File: config.mk
export PLATFORM = sky130hd
export DESIGN_NAME = ln_special_bypass
export DESIGN_NICKNAME = d
export VERILOG_FILES = /design/src/rtl/ln_special_bypass_pkg.sv /design/src/rtl/ln_tag_fifo.sv /design/src/rtl/ln_special_bypass.sv
export SDC_FILE = /design/constraint.sdc
export NUM_CORES = 1
export LEC_CHECK = 0
export ABC_AREA = 1
export CAP_MARGIN = 30
export CORE_ASPECT_RATIO = 1.25
export CORE_MARGIN = 2
export CORE_UTILIZATION = 57
export DETAILED_ROUTE_END_ITERATION = 8
export GPL_TIMING_DRIVEN = 1
export PLACE_DENSITY = 0.85
export SETUP_SLACK_MARGIN = 0.4
export SYNTH_ARGS = -nofsm -noshare
export SYNTH_HDL_FRONTEND = slang
export SYNTH_SLANG_ARGS = --single-unit
File: constraint.sdc
create_clock -name clk -period 4.1 [get_ports clk]
set_input_delay 1.025 -clock clk [delete_from_list [all_inputs] [get_ports clk]]
set_output_delay 1.025 -clock clk [all_outputs]
set_load 0.1 [all_outputs]
File: src/rtl/ln_special_bypass_pkg.sv
// Floating-point format helpers shared by the ln wrapper: field widths,
// special-value bit patterns and the operand class tag carried beside the core.
package fp_precision_pkg;

  // Operand class; the tag FIFO stores this 3-bit code.
  typedef enum logic [2:0] {
    NORMAL = 3'd0,
    ZERO   = 3'd1,
    NEG    = 3'd2,
    PINF   = 3'd3,
    NAN    = 3'd4,
    ONE    = 3'd5
  } ln_class_e;

  function automatic int exp_bits(input string p);
    if (p == "SINGLE") return 8;
    else if (p == "DOUBLE") return 11;
    return 5;
  endfunction

  function automatic int man_bits(input string p);
    if (p == "SINGLE") return 23;
    else if (p == "DOUBLE") return 52;
    return 10;
  endfunction

  // +1.0: biased exponent equal to the bias, zero mantissa.
  function automatic logic [63:0] pos_one_bits(input string p);
    logic [63:0] bias;
    bias = (64'd1 << (exp_bits(p) - 1)) - 64'd1;
    return bias << man_bits(p);
  endfunction

  // +inf: exponent all ones, zero mantissa.
  function automatic logic [63:0] pos_inf_bits(input string p);
    return ((64'd1 << exp_bits(p)) - 64'd1) << man_bits(p);
  endfunction

  // -inf: +inf with the sign bit set.
  function automatic logic [63:0] neg_inf_bits(input string p);
    return pos_inf_bits(p) | (64'd1 << (exp_bits(p) + man_bits(p)));
  endfunction

  // Canonical quiet NaN: sign 0, exponent all ones, only the mantissa MSB set.
  function automatic logic [63:0] qnan_bits(input string p);
    return pos_inf_bits(p) | (64'd1 << (man_bits(p) - 1));
  endfunction

endpackage

File: src/rtl/ln_tag_fifo.sv
// In-order class-tag FIFO. Push and pop may coincide at any occupancy; a push
// into a full FIFO is dropped unless a pop frees the slot in the same cycle,
// and a pop from an empty FIFO is ignored (the pushed tag is never bypassed).
module ln_tag_fifo #(
  parameter int W     = 3,
  parameter int DEPTH = 16
) (
  input  logic                       clk,
  input  logic                       rstn,
  input  logic                       push,
  input  logic [W-1:0]               din,
  input  logic                       pop,
  output logic [W-1:0]               dout,
  output logic                       full,
  output logic                       empty,
  output logic [$clog2(DEPTH):0]     count
);
  localparam int AW = $clog2(DEPTH);

  logic [W-1:0]  mem [DEPTH];
  logic [AW-1:0] wr_ptr;
  logic [AW-1:0] rd_ptr;
  logic          do_push;
  logic          do_pop;

  assign full    = (count == (AW+1)'(DEPTH));
  assign empty   = (count == '0);
  assign do_push = push && (!full || pop);
  assign do_pop  = pop && !empty;
  assign dout    = mem[rd_ptr];

  // Storage, pointers (wrap modulo DEPTH) and entry count.
  always_ff @(posedge clk or negedge rstn) begin
    if (!rstn) begin
      wr_ptr <= '0;
      rd_ptr <= '0;
      count  <= '0;
      for (int i = 0; i < DEPTH; i++) mem[i] <= '0;
    end else begin
      if (do_push) begin
        mem[wr_ptr] <= din;
        wr_ptr      <= wr_ptr + {{(AW-1){1'b0}}, 1'b1};
      end
      if (do_pop) rd_ptr <= rd_ptr + {{(AW-1){1'b0}}, 1'b1};
      case ({do_push, do_pop})
        2'b10:   count <= count + {{AW{1'b0}}, 1'b1};
        2'b01:   count <= count - {{AW{1'b0}}, 1'b1};
        default: count <= count;
      endcase
    end
  end

endmodule

File: src/rtl/ln_special_bypass.sv
// Special-value wrapper around a fixed-latency ln core. Operands are classified
// on entry; specials are replaced by +1.0 toward the core and their class rides
// in an in-order tag FIFO. On each core result the tag is popped and the
// IEEE-correct special result substituted.
// Strobe semantics: in_valid, core_in_valid, core_out_valid and out_valid are
// single-cycle qualifiers of their data; there is no ready/backpressure.
module ln_special_bypass
  import fp_precision_pkg::*;
#(
  parameter int    BITS      = 16,
  parameter string PRECISION = "HALF",
  parameter int    DEPTH     = 16
) (
  input  logic                     clk,
  input  logic                     rstn,
  input  logic                     in_valid,
  input  logic [BITS-1:0]          a,
  output logic                     core_in_valid,
  output logic [BITS-1:0]          core_a,
  input  logic                     core_out_valid,
  input  logic [BITS-1:0]          core_c,
  output logic                     out_valid,
  output logic [BITS-1:0]          c,
  output logic                     tag_overflow,
  output logic                     tag_underflow,
  output logic [$clog2(DEPTH):0]   occupancy
);
  localparam int EB = exp_bits(PRECISION);
  localparam int MB = man_bits(PRECISION);

  localparam logic [BITS-1:0] K_ONE  = BITS'(pos_one_bits(PRECISION));
  localparam logic [BITS-1:0] K_PINF = BITS'(pos_inf_bits(PRECISION));
  localparam logic [BITS-1:0] K_NINF = BITS'(neg_inf_bits(PRECISION));
  localparam logic [BITS-1:0] K_QNAN = BITS'(qnan_bits(PRECISION));

  // Priority: NaN, zero/subnormal, negative, +inf, exact 1.0, normal.
  function automatic ln_class_e classify(input logic [BITS-1:0] x);
    logic [EB-1:0] e;
    logic [MB-1:0] m;
    ln_class_e     cls;
    e = x[BITS-2 -: EB];
    m = x[MB-1:0];
    if (&e && |m)            cls = NAN;
    else if (e == '0)        cls = ZERO;
    else if (x[BITS-1])      cls = NEG;
    else if (&e)             cls = PINF;
    else if (x == K_ONE)     cls = ONE;
    else                     cls = NORMAL;
    return cls;
  endfunction

  function automatic logic [BITS-1:0] map_result(input ln_class_e cls,
                                                 input logic [BITS-1:0] r);
    logic [BITS-1:0] res;
    case (cls)
      NAN, NEG: res = K_QNAN;
      ZERO:     res = K_NINF;
      PINF:     res = K_PINF;
      ONE:      res = '0;
      default:  res = r;
    endcase
    return res;
  endfunction

  ln_class_e  in_cls;
  ln_class_e  pop_cls;
  logic [2:0] tag_dout;
  logic       tag_full;
  logic       tag_empty;

  assign in_cls = classify(a);

  ln_tag_fifo #(
    .W     (3),
    .DEPTH (DEPTH)
  ) u_tag_fifo (
    .clk   (clk),
    .rstn  (rstn),
    .push  (in_valid),
    .din   (in_cls),
    .pop   (core_out_valid),
    .dout  (tag_dout),
    .full  (tag_full),
    .empty (tag_empty),
    .count (occupancy)
  );

  // An empty FIFO on pop means the result has no tag: pass it through.
  always_comb begin
    pop_cls = NORMAL;
    if (!tag_empty) pop_cls = ln_class_e'(tag_dout);
  end

  // Input stage: forward the operand, replacing specials with +1.0.
  always_ff @(posedge clk or negedge rstn) begin
    if (!rstn) begin
      core_in_valid <= 1'b0;
      core_a        <= '0;
    end else begin
      core_in_valid <= in_valid;
      core_a        <= (in_cls == NORMAL) ? a : K_ONE;
    end
  end

  // Output stage: substitute the special result selected by the popped tag.
  always_ff @(posedge clk or negedge rstn) begin
    if (!rstn) begin
      out_valid <= 1'b0;
      c         <= '0;
    end else begin
      out_valid <= core_out_valid;
      c         <= map_result(pop_cls, core_c);
    end
  end

  // Sticky FIFO misuse flags, cleared only by reset.
  always_ff @(posedge clk or negedge rstn) begin
    if (!rstn) begin
      tag_overflow  <= 1'b0;
      tag_underflow <= 1'b0;
    end else begin
      if (in_valid && tag_full && !core_out_valid) tag_overflow <= 1'b1;
      if (core_out_valid && tag_empty)             tag_underflow <= 1'b1;
    end
  end

endmodule

Yosys cells after proc, flatten, opt, wreduce, memory -nomap -nowiden
Index checks and enable logic that the tools add are counted.
Widths: inputs -> output; s select.
{ "op_classes": {"n_addsub": 4, "n_lt_le_gt_ge": 3, "n_eq_ne": 9, "n_mux": 15, "bitwise_logic": 2, "reduce_logical": 18} }
{ "op_table": {"columns": ["op", "count"], "rows": [
  ["$pmux 16 s4", 1],
  ["$bwmux 48", 1],
  ["$mux 3", 9],
  ["$eq 16x14->1 const B", 1],
  ["$mux 16", 1],
  ["$bmux 3 s4", 1],
  ["$demux 3 s4", 1],
  ["$ge 5x5->1 const B", 2],
  ["$logic_not 5->1", 2],
  ["$not 4->5", 2],
  ["$pmux 5 s2", 1],
  ["$reduce_or 10->1", 1],
  ["$add 4x1->4 const B", 2],
  ["$logic_and 1x1->1", 7],
  ["$eq 3x2->1 const B", 2],
  ["$eq 3x3->1 const B", 2],
  ["$add 5x1->5 const B", 1],
  ["$eq 5x5->1 const B", 1],
  ["$lt 5x1->1 const B", 1],
  ["$reduce_and 5->1", 1],
  ["$sub 5x1->5 const B", 1],
  ["$eq 3x1->1 const B", 1],
  ["$logic_not 1->1", 3],
  ["$logic_not 3->1", 1],
  ["5 further kinds", 5]
]} }
{ "totals": {"ff_bits": 97, "out_inout_bits": 41, "word_cells": 76} }

Logic depth before layout (Yosys ltp)
{ "logic_depth": {"depth_word": 8, "mapped_depth": 14} }

Modules after synthesis
From an unflattened synthesis, not the netlist that was laid out.
{ "hier_totals": {"hier_cells": 636, "hier_area_um2": 5068.6} }
{ "modules_own_cells": {"columns": ["mod", "instances", "cells_per_inst", "area_each_um2"], "rows": [
  ["ln_tag_fifo", 1, 489, 3688.5],
  ["ln_special_bypass", 1, 147, 1380.1]
]} }

Worst setup path after synthesis
OpenSTA, ideal clock, no wires.
{ "synth_path": {"path_kind": "register -> register", "from": "reg u_tag_fifo.count[1]", "to": "reg u_tag_fifo.count[4]", "arrival_ns": 2.940, "t_required_ns": 3.969, "setup_slack_ns": 1.029, "stages_incl_launch_ff": 14, "n_path_buf": 0, "synth_period_minus_slack_ns": 3.071, "cell_sequence": "dfrtp_1 nor4_4 nand2_2 nand2_1 inv_1 ha_1 xor2_1 ha_1 a21o_1 nand2_1 o21ai_0 a21oi_1 o21ai_0 xor2_1"} }
{ "synth_rtl": {"columns": ["item", "line", "rtl"], "rows": [
  ["start, declared", "ln_tag_fifo.sv:16", "output logic [$clog2(DEPTH):0] count"],
  ["start signal, assigned", "ln_tag_fifo.sv:46", "2'b10: count <= count + {{AW{1'b0}}, 1'b1};"],
  ["start signal, assigned", "ln_tag_fifo.sv:47", "2'b01: count <= count - {{AW{1'b0}}, 1'b1};"],
  ["start signal, assigned", "ln_tag_fifo.sv:48", "default: count <= count;"],
  ["$logic_not 5->1 *", "ln_tag_fifo.sv:27", "assign empty = (count == '0);"],
  ["$logic_not 1->1 *", "ln_tag_fifo.sv:29", "assign do_pop = pop && !empty;"],
  ["$logic_and 1x1->1 *", "ln_tag_fifo.sv:29", null],
  ["named net u_tag_fifo.do_pop", "ln_tag_fifo.sv:24", "logic do_pop;"],
  ["$eq 2x1->1 or $eq 2x2->1 (tied branches)", "ln_tag_fifo.sv:45", "case ({do_push, do_pop})"],
  ["$pmux 5 s2 or $reduce_bool 2->1 (tied branches)", null, null]
]} }
Mark *: on every way through the listed nets, which the timed path passes. The rest lies on a longest branch.
A chain may end at the register's enable or synchronous reset.

Worst setup path after layout
{ "layout_path": {"from": "in core_out_valid", "to": "reg u_tag_fifo.count[4]"} }
{ "layout_via": {"elab_chain_len": 4} }
{ "layout_rtl": {"columns": ["item", "line", "rtl"], "rows": [
  ["start, declared", "ln_special_bypass.sv:20", "input logic core_out_valid,"],
  ["$logic_or 1x1->1", "ln_tag_fifo.sv:28", "assign do_push = push && (!full || pop);"],
  ["$logic_and 1x1->1", "ln_tag_fifo.sv:28", null],
  ["$eq 2x1->1 or $eq 2x2->1 (tied branches)", "ln_tag_fifo.sv:45", null],
  ["$pmux 5 s2 or $reduce_bool 2->1 (tied branches)", null, null]
]} }
Several ways; a longest one is shown, not always the timed one.

==> impl_metrics.json <==
{
  "status": "finished clean",
  "worst_pin_slew_ns": 0.9967,
  "max_slew_margin": 0.3334,
  "yosysWarnings": 0,
  "worstHoldStart": "tag_overflow",
  "rsz0062_at_grt": "no",
  "core_area_mm2": 0.007838,
  "via_count": 3843,
  "detailed_place_hpwl_um": 7474,
  "netlist.area_leader.share": 0.5257,
  "drv_cap": 0,
  "die_x_um": 84.50,
  "postCtsSetupBuffers": 0,
  "syn-cell-area_mm2": 0.004617,
  "intPower_mw": 2.284,
  "post-synth-top-count-cell": "nand2_1",
  "syn_inst": 535,
  "wl_per_cell_um": 14.91,
  "min_period_ns": 3.170,
  "cellPowerDensity_mw_per_mm2": 837.4,
  "ios": 77,
  "clock-sinks": 97,
  "synth_nets": 579,
  "fin_crit_sh": 0.7731,
  "p_sw_mw": 2.396,
  "cts_max_level": 3,
  "overflow": 0,
  "power_mw": 4.680,
  "cp_max_fo": 6,
  "ys_top_cells_by_area": "dfrtp_1 (53%), nand2_1 (13%), nand3_1 (7.2%)",
  "min_path_cells": 1,
  "p_leak_nw": 2.681,
  "crit_chain": "clkdlybuf4s50_1, nor2_1, nand2_1, nand2_2, ha_1, xor2_1, ha_1, a21o_1, nand2_1, o21ai_0, a21oi_1, o21ai_0, xor2_1",
  "route.detailed.drc": 0,
  "drtIter0Drc": 278,
  "final_util": 0.7131,
  "route.final.wire_length_um": 10590,
  "cts_resized": 0,
  "cts_tree": "done",
  "ir_drop_uv": 719.9,
  "post_route_cells_drive_above_1_share": 0.1008,
  "critPathCaptureType": "flop",
  "grt_pass1_wl_um": 17800,
  "slowest_delay_ns": 0.47,
  "ys_seq_elements": 97,
  "diodes": 0,
  "path_depth": 13,
  "root_buffer": "clkbuf_8",
  "hold_class": "flop to flop",
  "clk-insertion-delay-late_ns": 0.37,
  "synth-edff-count": 0,
  "synth-seq-area-share": 0.5257,
  "synthFlopType": "dfrtp_1",
  "yosysUniqueCellTypes": 31,
  "finalSetupViolCount": 0,
  "fp.dieH_um": 104.6,
  "max_freq_mhz": 315.5,
  "grt_max_degree": 50,
  "crit_required_ns": 4.40,
  "power_frac_seq": 0.329,
  "power_frac_comb": 0.538,
  "avgSynthCellArea_um2": 8.630,
  "final-hold-violation-count": 0,
  "grt.total_usage": 0.2494,
  "drv_slew": 0,
  "layout.nets": 654,
  "antenna_found_initial": 0,
  "critPathArrivalTime_ns": 3.47,
  "setup_tns_ns": 0,
  "gp_routability_congestion": 0.8696,
  "r2r_cells": 13,
  "finClkSkew_ns": 0.01198,
  "viasPerCell": 5.413,
  "critPathBufInv": 1,
  "p_sw_frac": 0.5119,
  "start_kind": "input pin",
  "clock_path_buffers": 2,
  "cp_top_family": "compound AO/OA/AOI/OAI gates",
  "die_area_mm2": 0.008840,
  "synthTopCellsByCount": "nand2_1 (160), dfrtp_1 (97), nand3_1 (66)",
  "clkPwrFrac": 0.133,
  "ys_async_sr_fraction": 1.000,
  "grt_pass1_vias": 3923,
  "syn2layout_area_growth_pct": 21.06,
  "rr_startpoint": "u_tag_fifo.count[1]",
  "place.port_buffers": 76,
  "dr.pass1.iters": 6,
  "cts_inserted_buffers": 9,
  "synth_top_cell_by_area": "dfrtp_1",
  "clk_pin_slew_ns": 0.09,
  "antenna_left": 0,
  "critPathLaunch": "core_out_valid",
  "critPathSlowestCell": "clkdlybuf4s50_1",
  "hold_buffers": 0,
  "start_util": 0.5891,
  "critPathKind": "input pin to flop",
  "rows": 36
}
## stage by stage
| step | setup slack (ns) | hold slack, ns | instance area (um^2) | std cells |
|---|---|---|---|---|
| floorplan | 1.029 | 0.4427 | 4617 | 535 |
| global placement | 0.8318 | 0.4507 | 5393 | 694 |
| detailed placement | 0.7129 | 0.4654 | 5393 | 694 |
| CTS | 0.9755 | 0.4878 | 5589 | 710 |
| global route | 0.6900 | 0.5017 | 5589 | 710 |
| finish | 0.9304 | 0.4837 | 5589 | 710 |
## power by group through the flow
stage | Clock [mW] | Combinational (mW) | Sequential, mW
2_1_floorplan | 0 | 1.27 | 2.26
3_3_place_gp | 0 | 2.42 | 1.54
3_5_place_dp | 0 | 2.50 | 1.55
4_1_cts | 0.628 | 2.52 | 1.53
5_1_grt | 0.671 | 2.73 | 1.57
6_report | 0.622 | 2.52 | 1.54
## state kept, by name, summed over array words and instances (netlist names)
| signal | count |
|---|---|
| c | 16 |
| core_a | 16 |
| core_in_valid | 1 |
| out_valid | 1 |
| tag_overflow | 1 |
| tag_underflow | 1 |
| u_tag_fifo.count | 5 |
| u_tag_fifo.mem | 48 |
| u_tag_fifo.rd_ptr | 4 |
| u_tag_fifo.wr_ptr | 4 |
## layout by cell type (no fill, tap or decap), types with 3 or more instances in the layout
cell type and instances:
ha_1 8, inv_2 11, nand2_2 12, dfrtp_1 97, xor2_1 8, a21boi_2 9, clkbuf_8 10, nand3_1 66
o21ai_0 34, nand4_1 3, o21ai_1 6, nand2_1 160, buf_4 5, xnor2_1 3, inv_1 51, nor2_1 34
clkdlybuf4s50_1 75
## cells by family after synthesis
kind of cell,Yosys count,share of synthesized area
and+or+nand+nor,285,0.2772
DFF,97,0.5257
buffers and inverters,79,0.08022
AOI/OAI and AO/OA,54,0.07344
xor gates and xnor gates,11,0.02087
adders and majority gates,8,0.02168
other,1,0.0008122
## worst register-to-register path, stage by stage, from the launching register on
cell     delay (ns)
dfrtp_1        0.47
nor4_4         0.42
nand2_2        0.19
nand2_1        0.13
inv_1          0.11
ha_1           0.30
xor2_1         0.25
ha_1           0.19
a21o_1         0.11
nand2_1        0.09
o21ai_0        0.27
a21oi_1        0.10
o21ai_0        0.10
xor2_1         0.16
## layer usage
metal / vias up / share of wire / GRT usage
met1: 1843 / 0.39 / 0.2948
met2: 140 / 0.52 / 0.4303
li1: 1834 / - / -
met4: 0 / 0.025 / 0.1202
met3: 26 / 0.063 / 0.04976
met5: - / 0 / 0
## final timing paths
check | to | slack, ns
max | u_tag_fifo.count[4] | 0.93
min | tag_overflow | 0.48
max reg2reg | u_tag_fifo.count[4] | 1.14
min reg2reg | tag_overflow | 0.48
max in group asynchronous | u_tag_fifo.mem[8] | 2.67
min in group asynchronous | u_tag_fifo.mem[42] | 0.66
## area by class of cell
cell class	instances	area, um^2
multi-input cells	359	1819
flip-flops and latches	97	2427
fillers	598	2248
inverters	63	239.0
clock inverters	5	55.05
well taps	95	118.9
repair buffers	80	788.3
clock buffers	11	141.4
Power figures use the tool's default switching activity.
